**src/rtl/bit_ram_pkg.sv**
```systemverilog
// Shared constants and types for the bit-serial read RAM (bit_ram_w32r1).
// Holds the word/bit-select widths and the CA-code and nav-message presets.
package bit_ram_pkg;

  localparam int unsigned DATA_W    = 32;
  localparam int unsigned BIT_SEL_W = 5;

  // CA spreading-code store: 32 words = 1024 chips (1023 used)
  localparam int unsigned CA_WR_AW    = 5;
  localparam int unsigned CA_DEPTH    = 32;
  localparam int unsigned CA_CODE_LEN = 1023;

  // Navigation-message store: 47 words, 1500 bits used
  localparam int unsigned MSG_WR_AW = 6;
  localparam int unsigned MSG_DEPTH = 47;
  localparam int unsigned MSG_LEN   = 1500;

  typedef logic [DATA_W-1:0] word_t;

endpackage

```
**src/rtl/bit_ram_w32r1_word_bit_mux.sv**
```systemverilog
// word_bit_mux: combinational bit selector for bit_ram_w32r1.
// Splits a bit address into word/bit indices, range-checks the word index
// against DEPTH and returns the addressed bit, or 0 for unimplemented words.
module word_bit_mux
  import bit_ram_pkg::*;
#(
  parameter int unsigned WR_AW = 5,
  parameter int unsigned DEPTH = 32
) (
  input  word_t                        mem [DEPTH],
  input  logic [WR_AW+BIT_SEL_W-1:0]   rd_addr,
  output logic                         bit_o
);

  logic [WR_AW-1:0]     word_idx;
  logic [BIT_SEL_W-1:0] bit_idx;
  word_t                sel_word;
  logic                 in_range;

  // Select the addressed word by matching only implemented indices, so an
  // index at or above DEPTH falls through to the zero default.
  always_comb begin
    word_idx = rd_addr[WR_AW+BIT_SEL_W-1:BIT_SEL_W];
    bit_idx  = rd_addr[BIT_SEL_W-1:0];
    sel_word = '0;
    in_range = 1'b0;
    for (int unsigned w = 0; w < DEPTH; w++) begin
      if (word_idx == WR_AW'(w)) begin
        sel_word = mem[w];
        in_range = 1'b1;
      end
    end
    bit_o = in_range & sel_word[bit_idx];
  end

endmodule

```
**src/rtl/bit_ram_w32r1.sv**
```systemverilog
// bit_ram_w32r1: single-clock flop RAM with 32-bit word writes and 1-bit
// registered reads (LSB first within each word). Writes to words >= DEPTH
// are dropped; reads from words >= DEPTH return 0. Same-edge read of a word
// being written returns the old bit.
// Optional: define RAM_OUT_REG_EN to add a second output register (2-cycle
// read latency, also cleared by rst_n).
module bit_ram_w32r1
  import bit_ram_pkg::*;
#(
  parameter int unsigned WR_AW = 5,
  parameter int unsigned DEPTH = 32
) (
  input  logic                 clk,
  input  logic                 rst_n,
  input  logic [DATA_W-1:0]    data,
  input  logic [WR_AW-1:0]     wraddress,
  input  logic                 wren,
  input  logic [WR_AW+4:0]     rdaddress,
  output logic                 q
);

  word_t mem_q [DEPTH];
  word_t mem_d [DEPTH];
  logic  rd_bit;
  logic  q_d;
  logic  q_q;

  // Next storage state: only implemented word indices can match, which
  // silently drops writes addressed at or above DEPTH.
  always_comb begin
    for (int unsigned w = 0; w < DEPTH; w++) begin
      mem_d[w] = mem_q[w];
      if (wren && (wraddress == WR_AW'(w))) begin
        mem_d[w] = data;
      end
    end
  end

  // Storage array, cleared asynchronously by rst_n.
  always_ff @(posedge clk or negedge rst_n) begin
    if (!rst_n) begin
      for (int unsigned w = 0; w < DEPTH; w++) begin
        mem_q[w] <= '0;
      end
    end else begin
      for (int unsigned w = 0; w < DEPTH; w++) begin
        mem_q[w] <= mem_d[w];
      end
    end
  end

  // Read path taps the pre-edge storage, giving read-before-write.
  word_bit_mux #(
    .WR_AW (WR_AW),
    .DEPTH (DEPTH)
  ) u_word_bit_mux (
    .mem     (mem_q),
    .rd_addr (rdaddress),
    .bit_o   (rd_bit)
  );

  // Output bit selected for the address sampled at this edge.
  always_comb begin
    q_d = rd_bit;
  end

  // First read register.
  always_ff @(posedge clk or negedge rst_n) begin
    if (!rst_n) begin
      q_q <= 1'b0;
    end else begin
      q_q <= q_d;
    end
  end

`ifdef RAM_OUT_REG_EN
  logic q_pipe_d;
  logic q_pipe_q;

  // Extra output stage feeding straight from the first read register.
  always_comb begin
    q_pipe_d = q_q;
  end

  // Second read register for the 2-cycle latency build.
  always_ff @(posedge clk or negedge rst_n) begin
    if (!rst_n) begin
      q_pipe_q <= 1'b0;
    end else begin
      q_pipe_q <= q_pipe_d;
    end
  end

  assign q = q_pipe_q;
`else
  assign q = q_q;
`endif

endmodule

```
**config.mk**
```make
export PLATFORM = sky130hd
export DESIGN_NAME = bit_ram_w32r1
export DESIGN_NICKNAME = d
export VERILOG_FILES = /design/src/rtl/bit_ram_pkg.sv /design/src/rtl/bit_ram_w32r1_word_bit_mux.sv /design/src/rtl/bit_ram_w32r1.sv
export SDC_FILE = /design/constraint.sdc
export NUM_CORES = 2
export LEC_CHECK = 0
export CORE_ASPECT_RATIO = 0.8
export CORE_MARGIN = 3
export CORE_UTILIZATION = 45
export CTS_CLUSTER_DIAMETER = 40
export CTS_CLUSTER_SIZE = 28
export DETAILED_ROUTE_END_ITERATION = 6
export GPL_TIMING_DRIVEN = 1
export HOLD_SLACK_MARGIN = 0.05
export PLACE_DENSITY = 0.58
export SLEW_MARGIN = 10
export SYNTH_ARGS = -nofsm -noshare
export SYNTH_HDL_FRONTEND = slang
export SYNTH_SLANG_ARGS = --single-unit
export TNS_END_PERCENT = 30
```
**constraint.sdc**
```tcl
create_clock -name clk -period 3.1 [get_ports clk]
set_input_delay 0.465 -clock clk [delete_from_list [all_inputs] [get_ports clk]]
set_output_delay 0.465 -clock clk [all_outputs]
set_load 0.005 [all_outputs]
```
## After elaboration in Yosys (flattened, before gate mapping)

Index checks and enable logic that the tools add are counted.

| word-level totals | value |
|---|---|
| memories kept | 0 |
| word-level logic and storage cells | 197 |
| bits in latches | 0 |
| bits in registers | 1,025 |
| bits in writable memories | 0 |
| output and inout bits | 1 |
| input port bits | 50 |
| ROM bits | 0 |

| cells by class | value |
|---|---|
| add/sub/neg operators | 0 |
| muxes and demuxes | 66 |
| order comparisons | 1 |
| divide/modulo/power cells | 0 |
| multipliers | 0 |
| equal/unequal tests | 62 |
| shift operators | 0 |
| reductions and logical operators | 34 |
| bitwise gates (word level) | 1 |

Operators with widths:

| kind | count |
|---|---|
| 32-bit two-way mux | 32 |
| 5-bit equality test, second input constant | 32 |
| 5-bit by 4-bit equality test with 1-bit output, second input constant | 16 |
| 5-bit by 3-bit equality test with 1-bit output, second input constant | 8 |
| 1-bit two-way mux | 33 |
| 1-bit logical AND | 32 |
| 5-bit by 2-bit equality test with 1-bit output, second input constant | 4 |
| 5-bit by 1-bit equality test with 1-bit output, second input constant | 2 |
| 5-bit zero test | 2 |
| 5-bit by 6-bit < comparator with 1-bit output, second input constant | 1 |
| 1-bit binary-select mux with 5-bit select | 1 |
| 1-bit AND | 1 |

## Depth between registers and ports, before layout

| logic depth | value |
|---|---|
| word-level depth | 36 |
| mapped depth | 16 |
| depth with buffers taken out | 10 |

## Cells and area by module

From an unflattened synthesis, not the netlist that was laid out.

| second synthesis, totals | value |
|---|---|
| cells, all modules | 4,027 |
| area, all modules | 49,287.3 um^2 |

Modules (own cells, without submodules):

| module | sequential area each (um^2) | area an instance (um^2) | cells each | instances |
|---|---|---|---|---|
| bit_ram_w32r1 | 25,649.6 | 38,326.8 | 2,292 | 1 |
| word_bit_mux | 0.0 | 10,960.5 | 1,735 | 1 |

## Least setup slack after synthesis

Ideal clock, no wire load.

| timing | value |
|---|---|
| path kind | input to register |
| start | in rdaddress[5] |
| end | reg q_q, in the netlist q |
| path buffers | 5 |
| data required time | 2.979 ns |
| library setup time | 0.121 ns |
| arrival time | 2.588 ns |
| path slack | 0.391 ns |
| stages | 14 |
| path through | buf_4 buf_6 buf_4 buf_2 buf_2 mux2i_1 nor2_1 a21oi_1 nor2_1 a2111oi_0 a31oi_1 o221ai_1 a31oi_1 o22a_1 |

| on the way | value |
|---|---|
| longest elaborated chain between the ends | 36 |
| elaborated cells between the ends (all ways) | 99 |
| classes of those cells | eq/ne (31); mux (66); bitwise (1); reduce/logical (1) |

RTL lines:

| element | RTL line | text |
|---|---|---|
| from (decl) | bit_ram_w32r1.sv:18 | `input logic [WR_AW+4:0] rdaddress,` |
| 5-bit zero test | bit_ram_w32r1_word_bit_mux.sv:28 | `if (word_idx == WR_AW'(w)) begin` |
| 32-bit two-way mux (32 in a row) | bit_ram_w32r1_word_bit_mux.sv:28 |  |
| 1-bit binary-select mux with 5-bit select | bit_ram_w32r1_word_bit_mux.sv:33 | `bit_o = in_range & sel_word[bit_idx];` |
| 1-bit two-way mux (implied by the code) | bit_ram_w32r1_word_bit_mux.sv:33 |  |
| 1-bit AND (*) | bit_ram_w32r1_word_bit_mux.sv:33 |  |
| net q_d | bit_ram_w32r1.sv:25 | `logic q_d;` |
| to (signal assigned) | bit_ram_w32r1.sv:72 | `q_q <= q_d;` |
| to (decl) | bit_ram_w32r1.sv:26 | `logic q_q;` |

Mark *: on every way through the listed nets, which the timed path passes. The rest lies on a longest branch. The select of a mux whose other input is x is not followed.
A chain may end at the register's enable or synchronous reset.

## Worst setup path in the final report

| timing | value |
|---|---|
| start | in rdaddress[8] |
| end | reg q_q, in the netlist q |

Same word-level chain as after synthesis.

==> results by group <==
Status
  • Status: finished clean

Worst setup path
  • WP data arrival: 3660 ps
  • Required time of the critical path: 3730 ps
  • Crit. End Element: flop
  • Critical path launch point type: input pin
  • Crit Path Class: in -> reg
  • Crit Path Max Fanout: 10

CTS
  • CTS max path bufs: 3
  • Worst-path clk slew: 60 ps
  • Clk root buf: clkbuf_16
  • Num CTS Buffers: 139
  • Clock sinks: a little over 1000
  • Post-CTS setup buffers: 0
  • CTS tree: yes
  • Htree depth: 4
  • Worst skew pair latency: 770 ps

Hold path
  • Worst Hold Class: in -> async

Logic synthesis
  • Post-Syn Instances: 4139
  • EDFF count, synth: 0
  • Mapped cell area: a little under 50000 sq um
  • Synth cell types: a little under 90
  • Post-synthesis register bit count: 1025
  • FFs w/ async S/R, synth: 1.000
  • Cell taking the most area after synthesis: dfrtp_1
  • Syn Nets: about 4200
  • Most frequent cell after synthesis: mux2_2
  • Top-area cell type share of the netlist area: 0.5177
  • Syn avg cell area: 11.97 sq um
  • Sequential-to-total area share from yosys stat: 0.5177
  • Ys flop type: dfrtp_1
  • Main area contributors after synthesis: dfrtp_1, mux2_2, a21oi_1
  • Post-synth top cells: mux2_2, dfrtp_1, a21oi_1, clkbuf_1, o21ai_0
  • Yosys synthesis warning count: 0

Floorplan
  • Die area: 114100 sq um
  • Die span in x: 377.0 microns
  • Initial Util: 0.4555
  • Core Area: 108800 sq um
  • Die span in y: 302.8 microns
  • I/O pin count: 51
  • Core Rows: 108

Cells and area
  • Share of cells above drive strength 1: 0.4354
  • Storage cell area: 25650 sq um
  • Ant diodes: 0
  • Syn-to-layout area delta: 23.78%
  • Layout Cells excl Fill: a little over 6000
  • Filler cells: 9124
  • Area of the multi-input gates: 22290 sq um
  • Nets: 4632

Routing
  • DRC: 0
  • Initial DRC count: 4460
  • Total number of vias: 39040
  • Total Routed Length: 186.9 mm
  • Post-DRT Antenna Nets: 0
  • DR vias/cell: 6.373
  • Initial DRT Pass Iterations: 6
  • Wire per inst: 30.51 microns

Power
  • Cell internal pwr: about 30000 uW
  • P per Cell Area: ~670 nW/um^2
  • Sequential share of power: 0.429
  • Comb pwr share: 0.147
  • Sw Share: 0.2694
  • P_leak: 0.02746 uW
  • Switch Pwr: between 10000 and 15000 uW
  • Peak VDD IR: between 0.3 and 0.4 mV
  • Power share of the clock group: 0.423

Place
  • DP Wirelength: roughly 130 mm
  • Inst Count DP: 5870
  • Routability Congestion: roughly 0.95
  • # port buffers: 50

GRT
  • Vias in the first global route: a little under 40000
  • GR Util All Layers: 0.3275
  • Initial antenna violation count: 1
  • Largest net degree at the start of global routing: 110
  • Total global routing overflow: 0
  • First-pass GRT wire length: 274.4 mm

STA
  • Final period util: 0.9768
  • Final hold violations: 0
  • Max-slew violation count: 0
  • Setup repair after global routing missed its margin: no
  • Slew @ Worst Pin: 919.8 ps
  • Clock Skew: 25.17 ps
  • Worst hold margin: about 310 ps
  • Rel. slew slack: 0.3710
  • Fmax: between 300 and 400 MHz
  • Final setup fails: 0
  • Min Tclk post-route: approximately 3000 ps

Job
  • Max-Cap Viols: 0
[placed cells by master (no fill, tap or decap), types with 12 or more instances in the layout]
| cell | count |
|---|---|
| a211oi_1 | 36 |
| nor4_1 | 17 |
| o22ai_1 | 68 |
| bufinv_16 | 20 |
| nor2_4 | 12 |
| mux2_2 | 1046 |
| dfrtp_1 | 1025 |
| buf_12 | 92 |
| nand2_2 | 13 |
| a22oi_1 | 55 |
| nand2_1 | 158 |
| mux4_2 | 13 |
| clkbuf_8 | 14 |
| clkinvlp_4 | 19 |
| clkdlybuf4s50_1 | 44 |
| o21ai_0 | 220 |
| o2111ai_1 | 13 |
| a221oi_1 | 38 |
| nand2b_1 | 13 |
| a2111oi_0 | 12 |
| nor2b_1 | 23 |
| mux2i_1 | 91 |
| a31oi_1 | 22 |
| a21oi_1 | 302 |
| o221ai_1 | 36 |
| inv_1 | 15 |
| o211ai_1 | 26 |
| inv_6 | 26 |
| a21o_1 | 20 |
| nor2_1 | 148 |
| clkbuf_16 | 145 |
| nor3_1 | 34 |
| nand3_1 | 34 |
| buf_4 | 559 |
[power by group through the flow]
| stage | Combinational (uW) | Clock, uW | Sequential, uW |
|---|---|---|---|
| 6_report | 6010 | 17300 | 17500 |
| 5_1_grt | 6440 | 18100 | 17800 |
| 4_1_cts | 5970 | 17400 | 17500 |
| 3_5_place_dp | 5930 | 0 | 17700 |
| 3_3_place_gp | 5800 | 0 | 17600 |
| 2_1_floorplan | 3800 | 0 | 17200 |
[flip-flops by register name, indices dropped and copies added (netlist names)]
name   cells
mem_q   1024
q          1
[final timing paths]
check,slack [ps],cells after the start,start,to
setup reg to reg,190,11,mem_q[918],q
min in group clk,500,1,mem_q[858],mem_q[858]
max in group asynchronous,1780,3,rst_n,mem_q[127]
setup / recovery,70,14,rdaddress[8],q
hold / removal,310,2,rst_n,mem_q[1022]
hold reg to reg,500,1,mem_q[858],mem_q[858]
[critical path: stages]
cell and delay, ps:
buf_2 250, buf_4 240, or4b_1 550, or3_1 350, a32oi_1 210, o22ai_1 120
a31oi_2 250, buf_4 160, o31ai_1 80, o21ai_1 140, a2111oi_0 160, buf_4 170
o32a_1 320, o22a_1 180
[final cells by class]
class	count	area share
timing repair buffer	702	0.1068
multi-input combinational	2695	0.3634
sequential	1025	0.4182
inverter	19	0.001245
tap	1430	0.02917
clock buffer	168	0.06270
clock inverter	86	0.01844
[cell families (layout without fill, tap and decap cells)]
kind of cell    Yosys count  in the layout  synth area share
compound gates          985            985            0.1272
simple gates            560            560           0.05561
flops                  1025           1025            0.5177
mux                    1150           1150            0.2620
buf+inv                 419            975           0.03745
[repair_timing]
action	in CTS	in global routing
pin swaps	0	0
resized for setup	1	5
setup endpoints to repair	1	1
hold endpoints to repair	24	0
hold buffers	1	0
[through the flow]
step                setup slack (ps)  total power (uW)  setup TNS, ps  utilization  area [sq um]
global route                   6.189             42310              0       0.5638         61330
detailed placement            -812.7             23620         -812.7       0.5177         56320
finish                         71.94             40810              0       0.5638         61330
CTS                            82.49             40890              0       0.5636         61310
floorplan                      391.3             20960              0            -         49540
global placement              -807.2             23400         -807.2       0.5177         56320
[routing by layer]
| metal | up-vias | share of wire | GRT usage |
|---|---|---|---|
| met1 | 20380 | 0.45 | 0.4945 |
| met2 | 2020 | 0.42 | 0.4649 |
| met3 | 365 | 0.10 | 0.07273 |
| met4 | 0 | 0.030 | 0.1075 |
| li1 | 16270 | - | - |
| met5 | - | 0 | 0 |
Power figures use the tool's default switching activity.
